--- src/rtl/i2c_target_regs_if.sv ---
// I2C pad-side bundle between an initiator (bus model or pad logic) and the target.
// The target only ever pulls SDA low through o_sda_oe; it never drives SCL.
interface i2c_target_regs_if;
    logic i_scl;
    logic i_sda;
    logic o_sda_oe;

    modport master (output i_scl, output i_sda, input o_sda_oe);
    modport slave  (input i_scl, input i_sda, output o_sda_oe);
endinterface

--- src/rtl/i2c_target_regs.sv ---
// I2C target exposing NUM_REGS byte registers with pointer write, auto-increment write and read.
// Optional I2C_TARGET_GLITCH_FILTER_EN adds a 3-sample majority filter after each synchronizer.
module i2c_target_regs #(
    parameter logic [6:0] TARGET_ADDR = 7'h3C,
    parameter int         NUM_REGS    = 4
) (
    input  logic                        clk,
    input  logic                        rst,
    i2c_target_regs_if.slave            bus,
    output logic [NUM_REGS*8-1:0]       o_regs,
    output logic                        o_wr_stb,
    output logic [$clog2(NUM_REGS)-1:0] o_wr_idx,
    output logic                        o_busy
);
    localparam int PW = $clog2(NUM_REGS);

    typedef enum logic [3:0] {
        IDLE, ADDR, ADDR_ACK, PTR, PTR_ACK, WDATA, WDATA_ACK, RDATA, RACK_WAIT, IGNORE
    } state_t;

    // Synchronizers reset to the idle-bus level so reset release creates no false edge.
    logic [1:0] scl_sync, sda_sync;
    logic       scl_f, sda_f;

    // NOTE: all clocked state uses non-blocking assignments so every flop samples pre-edge values.
    always_ff @(posedge clk or posedge rst) begin
        if (rst) begin
            scl_sync <= 2'b11;
            sda_sync <= 2'b11;
        end else begin
            scl_sync <= {scl_sync[0], bus.i_scl};
            sda_sync <= {sda_sync[0], bus.i_sda};
        end
    end

`ifdef I2C_TARGET_GLITCH_FILTER_EN
    logic [1:0] scl_hist, sda_hist;

    always_ff @(posedge clk or posedge rst) begin
        if (rst) begin
            scl_hist <= 2'b11;
            sda_hist <= 2'b11;
        end else begin
            scl_hist <= {scl_hist[0], scl_sync[1]};
            sda_hist <= {sda_hist[0], sda_sync[1]};
        end
    end

    assign scl_f = (scl_sync[1] & scl_hist[0]) | (scl_sync[1] & scl_hist[1]) | (scl_hist[0] & scl_hist[1]);
    assign sda_f = (sda_sync[1] & sda_hist[0]) | (sda_sync[1] & sda_hist[1]) | (sda_hist[0] & sda_hist[1]);
`else
    assign scl_f = scl_sync[1];
    assign sda_f = sda_sync[1];
`endif

    logic scl_q, sda_q;
    logic scl_rise, scl_fall, start_det, stop_det;

    assign scl_rise  =  scl_f & ~scl_q;
    assign scl_fall  = ~scl_f &  scl_q;
    assign start_det =  scl_f &  scl_q &  sda_q & ~sda_f;
    assign stop_det  =  scl_f &  scl_q & ~sda_q &  sda_f;

    state_t        state;
    logic [3:0]    bit_cnt;
    logic [7:0]    shreg;
    logic [7:0]    byte_in;
    logic [PW-1:0] ptr;
    logic          rw;
    logic          sda_oe;
    logic [7:0]    regs_q [NUM_REGS];

    assign byte_in = {shreg[6:0], sda_f};

    // NOTE: the register file is reset like any other flop because its cleared value is visible on o_regs.
    always_ff @(posedge clk or posedge rst) begin
        if (rst) begin
            scl_q    <= 1'b1;
            sda_q    <= 1'b1;
            state    <= IDLE;
            bit_cnt  <= '0;
            shreg    <= '0;
            ptr      <= '0;
            rw       <= 1'b0;
            sda_oe   <= 1'b0;
            o_wr_stb <= 1'b0;
            o_wr_idx <= '0;
            o_busy   <= 1'b0;
            for (int i = 0; i < NUM_REGS; i++) regs_q[i] <= '0;
        end else begin
            scl_q    <= scl_f;
            sda_q    <= sda_f;
            o_wr_stb <= 1'b0;
            // Bus conditions win over bit sampling in the same cycle.
            if (start_det) begin
                state   <= ADDR;
                bit_cnt <= '0;
                sda_oe  <= 1'b0;
            end else if (stop_det) begin
                state  <= IDLE;
                sda_oe <= 1'b0;
                o_busy <= 1'b0;
            end else begin
                case (state)
                    ADDR, PTR, WDATA: begin
                        if (scl_rise) begin
                            shreg   <= byte_in;
                            bit_cnt <= bit_cnt + 4'd1;
                            if (bit_cnt == 4'd7) begin
                                bit_cnt <= '0;
                                if (state == ADDR) begin
                                    if (byte_in[7:1] == TARGET_ADDR) begin
                                        o_busy <= 1'b1;
                                        rw     <= byte_in[0];
                                        state  <= ADDR_ACK;
                                    end else begin
                                        o_busy <= 1'b0;
                                        state  <= IGNORE;
                                    end
                                end else if (state == PTR) begin
                                    ptr   <= byte_in[PW-1:0];
                                    state <= PTR_ACK;
                                end else begin
                                    regs_q[ptr] <= byte_in;
                                    o_wr_stb    <= 1'b1;
                                    o_wr_idx    <= ptr;
                                    ptr         <= ptr + 1'b1;
                                    state       <= WDATA_ACK;
                                end
                            end
                        end
                    end
                    // First fall after bit 8 pulls SDA; the next fall ends the ACK bit.
                    ADDR_ACK, PTR_ACK, WDATA_ACK: begin
                        if (scl_fall) begin
                            if (!sda_oe) begin
                                sda_oe <= 1'b1;
                            end else if (state == ADDR_ACK && rw) begin
                                shreg   <= {regs_q[ptr][6:0], 1'b0};
                                sda_oe  <= ~regs_q[ptr][7];
                                bit_cnt <= '0;
                                state   <= RDATA;
                            end else begin
                                sda_oe <= 1'b0;
                                state  <= (state == ADDR_ACK) ? PTR : WDATA;
                            end
                        end
                    end
                    RDATA: begin
                        if (scl_rise) begin
                            bit_cnt <= bit_cnt + 4'd1;
                        end else if (scl_fall) begin
                            if (bit_cnt == 4'd8) begin
                                sda_oe  <= 1'b0;
                                ptr     <= ptr + 1'b1;
                                bit_cnt <= '0;
                                state   <= RACK_WAIT;
                            end else begin
                                sda_oe <= ~shreg[7];
                                shreg  <= {shreg[6:0], 1'b0};
                            end
                        end
                    end
                    RACK_WAIT: begin
                        if (scl_rise) begin
                            if (!sda_f) begin
                                shreg   <= regs_q[ptr];
                                bit_cnt <= '0;
                                state   <= RDATA;
                            end else begin
                                o_busy <= 1'b0;
                                state  <= IGNORE;
                            end
                        end
                    end
                    default: ;
                endcase
            end
        end
    end

    assign bus.o_sda_oe = sda_oe;

    // NOTE: combinational outputs get a full default first so no latch can be inferred.
    always_comb begin
        o_regs = '0;
        for (int i = 0; i < NUM_REGS; i++) o_regs[8*i +: 8] = regs_q[i];
    end
endmodule

--- src/flat_wrapper.sv ---
// flat-port wrapper written by rule: the top's interface ports become plain ports
module i2c_target_regs_flat 
#(
    parameter logic [6:0] TARGET_ADDR = 7'h3C,
    parameter int         NUM_REGS    = 4
)
  (clk, rst, o_regs, o_wr_stb, o_wr_idx, o_busy, bus_i_scl, bus_i_sda, bus_o_sda_oe);
  i2c_target_regs_if bus_i ();
  input  logic clk;
  input  logic rst;
  output logic [NUM_REGS*8-1:0] o_regs;
  output logic o_wr_stb;
  output logic [$clog2(NUM_REGS)-1:0] o_wr_idx;
  output logic o_busy;
  input wire logic [$bits(bus_i.i_scl)-1:0] bus_i_scl;
  input wire logic [$bits(bus_i.i_sda)-1:0] bus_i_sda;
  output wire logic [$bits(bus_i.o_sda_oe)-1:0] bus_o_sda_oe;
  assign bus_i.i_scl = bus_i_scl;
  assign bus_i.i_sda = bus_i_sda;
  assign bus_o_sda_oe = bus_i.o_sda_oe;
  i2c_target_regs #(.TARGET_ADDR(TARGET_ADDR), .NUM_REGS(NUM_REGS)) u_core (.clk(clk), .rst(rst), .bus(bus_i), .o_regs(o_regs), .o_wr_stb(o_wr_stb), .o_wr_idx(o_wr_idx), .o_busy(o_busy));
endmodule
--- config.mk ---
export PLATFORM = sky130hd
export DESIGN_NAME = i2c_target_regs_flat
export DESIGN_NICKNAME = d
export VERILOG_FILES = /design/src/rtl/i2c_target_regs_if.sv /design/src/rtl/i2c_target_regs.sv /design/src/flat_wrapper.sv
export SDC_FILE = /design/constraint.sdc
export NUM_CORES = 1
export LEC_CHECK = 0
export ABC_AREA = 1
export CAP_MARGIN = 10
export CORE_MARGIN = 2
export CORE_UTILIZATION = 40
export DETAILED_ROUTE_END_ITERATION = 8
export SETUP_SLACK_MARGIN = 0.5
export SYNTH_ARGS = -nofsm -noshare
export SYNTH_HDL_FRONTEND = slang
export SYNTH_SLANG_ARGS = --single-unit
--- constraint.sdc ---
create_clock -name clk -period 4.24 [get_ports clk]
set_clock_uncertainty 0.05 [all_clocks]
set_input_delay 0.636 -clock clk [delete_from_list [all_inputs] [get_ports clk]]
set_output_delay 0.636 -clock clk [all_outputs]
set_load 0.02 [all_outputs]
==> flow_summary.toml <==
[logic_synthesis]
yosysMostFrequentCell = "nand2_1"
synth_fp_nets = 535
syn_avg_cell_area_um2 = 7.227
synth_flop_cell = "dfrtp_1"
ys_seq_area_share_pct = 41.33
ys_ff_latch = 62
synth_cells = 522
ys_top_cells_by_count = "nand2_1, dfrtp_1, o21ai_0, nand3_1, nor2_1"
muxShareOfSynthArea_pct = 0
synth-compound-area-share_pct = 12.14
syn_area_um2 = 3772
synth_simple_gate_area_share_pct = 36.32
synth_top_family_by_area = "simple AND/OR/NAND/NOR gates"
yosysTopAreaCellShare_pct = 37.15
synth.top_cells.by_area = "dfrtp_1, nand2_1, o21ai_0"
synth_cell_types = 29
synth-async-reset-ratio_pct = 100.0
synth_area_leader_cell = "dfrtp_1"
synth_edf_count = 0
ys.warnings.count = 0
yosys.area_share.adder_pct = 2.985
synthXorXnorAreaFrac_pct = 0.2322

[cts]
postCtsHoldBufs = 0
cts_made_buffers = 9
worstSkewPairLatency_ps = 340
clock_sinks = 62
cts_buffer_depth = 2
cts_tree = "yes"
cts_setup_buffers = 0
cts_resized = 0
cts-root-buf = "clkbuf_8"
path_clk_slew_ps = 70
htreeDepth = 3

[final_layout]
multi_input_area_um2 = 1949
n_antenna_cell = 0
fin_area_um2 = 4412
final_nets = 569
fin_cells = 672
fill_cells = 940
areaGrowthSynthToFinish_pct = 16.95
drive_above_1_share_pct = 9.269
regArea_um2 = 1559

[detailed_routing]
wl_met1_mm = 4.657
dr.pass1.iters = 4
route.met2.wl_mm = 4.867
wl_met3_um = 492
wl_per_cell_um = 15.34
antenna_left = 0
routed_via_density = 5.305
drc = 0
drt-total-wl_mm = 10.31
vias = 3565
drt_iter0_drc = 217
highest_layer = "met4"

[flow_run]
drv_cap = 0

[outcome]
status = "complete, no violations"

[hold_path]
hp-class = "reg2reg"

[global_route]
grt_pass1_wl_mm = 17.30
grt_overflow = 0
grt_pass1_vias = 3444
antenna_found_initial = 0
gr-usage-all-layers_pct = 21.82
grt_max_degree = 40

[timing]
hold_violations = 0
drv_slew = 0
layout_min_cycle_time_ps = 2675
worst_pin_slew_ps = 988.0
fin_crit_sh_pct = 63.08
rsz0062_at_grt = "false"
setup_viol = 0
slew_headroom_pct = 33.89
fmaxAchievable_mhz = 373.9
tns_ps = 0

[worst_setup_path]
path_cells = "clkinv_1 > o21ai_0 > o22ai_1 > nand2_1 > o211ai_1 > nand2_1 > nand2_1"
crit_family = "flip-flops"
critPathSlowestCell = "dfrtp_1"
start_kind = "register"
path_buf_inv = 1
path_class = "reg2reg"
path_max_fanout = 20
cp_common_cell = "nand2_1"
cp.arrival_ps = 2860
critical_path.endpoint_type = "register"
slowest_delay_ps = 790
cp.required_ps = 4420

[floorplan]
fp-row-count = 35
die_x_um = 101.1
start_util_pct = 41.02
coreArea_um2 = 9196
die_h_um = 101.1
dieArea_um2 = 10220
io_pins = 41

[placement]
globalplace.congestion = 0.9447
hpwl_mm = 7.544
portBuffers = 40
dp_cells = 656
place_area_um2 = 4202

[power_and_ir_drop]
p_per_area_nw_per_um2 = 580.8
peakVddDrop_v = 0.0002539
leakage_nw = 2.184
## layout make-up
type	count	share of cell area (%)
repair buffers	41	9.246
well taps	111	3.148
inverters	39	3.318
clock buffers	12	3.517
flip-flops and latches	62	35.34
clock inverters	4	1.248
multi-input cells	403	44.19
## metrics by stage
stage | total power (W) | setup slack (ps) | util (%) | hold WS [ps]
after global routing | 0.002794 | 1396 | 47.97 | 312.4
after global placement | 0.002000 | 1610 | 45.69 | 297.6
final | 0.002562 | 1565 | 47.97 | 308.1
after floorplan | 0.001717 | 2023 | - | 295.2
after detailed placement | 0.002014 | 1629 | 45.69 | 298.4
after CTS | 0.002571 | 1620 | 47.97 | 310.0
## layer usage
layer | vias to the layer above | GRT usage (%)
met3 | 29 | 4.230
li1 | 1764 | -
met2 | 121 | 35.25
met1 | 1651 | 28.64
met5 | - | 0
met4 | 0 | 9.252
## final timing paths
| kind | startpoint | endpoint | slack [ps] | cells past startpoint |
|---|---|---|---|---|
| min in group asynchronous | rst | u_core.bit_cnt[0] | 720 | 2 |
| worst min-delay path | u_core.scl_sync[0] | u_core.scl_sync[1] | 310 | 0 |
| max in group asynchronous | rst | u_core.scl_q | 2540 | 3 |
| worst min register to register | u_core.scl_sync[0] | u_core.scl_sync[1] | 310 | 0 |
| worst max-delay path | u_core.ptr[0] | u_core.shreg[4] | 1570 | 7 |
| worst max register to register | u_core.ptr[0] | u_core.shreg[4] | 1570 | 7 |
## power breakdown
group,leakage [nW],switching (W),internal [W],total (W)
registers,0.828,0.000151,0.000671,0.000822
clock network,0.103,0.000241,0.000306,0.000547
logic,1.25,0.000833,0.000360,0.00119
total,2.18,0.00123,0.00134,0.00256
## state kept, by name, summed over array words and instances (netlist names)
name and count:
u_core.o_regs 32, u_core.shreg 8, u_core.bit_cnt 4, u_core.state 4
u_core.o_wr_idx 2, u_core.ptr 2, u_core.scl_sync 2, u_core.sda_sync 2
u_core.bus.o_sda_oe 1, u_core.o_busy 1, u_core.o_wr_stb 1, u_core.rw 1
u_core.scl_q 1, u_core.sda_q 1
## worst register-to-register path: stages, from the launching register on
cell,delay [ps]
dfrtp_1,790
clkinv_1,770
o21ai_0,390
o22ai_1,210
nand2_1,100
o211ai_1,120
nand2_1,90
nand2_1,50
## cells in the final DEF, fill, tap and decap left out, drive strengths merged, types with 2 or more instances in the layout
cell           count
clkdlybuf4s50     40
nor2              52
nand2            198
a21oi             10
nand3             46
o21a              15
dfrtp             56
nor3               5
inv               37
ha                 9
clkbuf            12
o22ai              2
o211ai             5
nand3b             2
dfstp              6
clkinv             4
nand4              9
o21ai             49
## logic make-up (layout without fill, tap and decap cells)
group,Yosys count,count (layout)
fa+ha+maj,9,9
buf+inv,57,96
flops,62,62
compound gates,81,81
xor+xnor,1,1
simple gates,312,312
(Power assumes the default switching activity.)
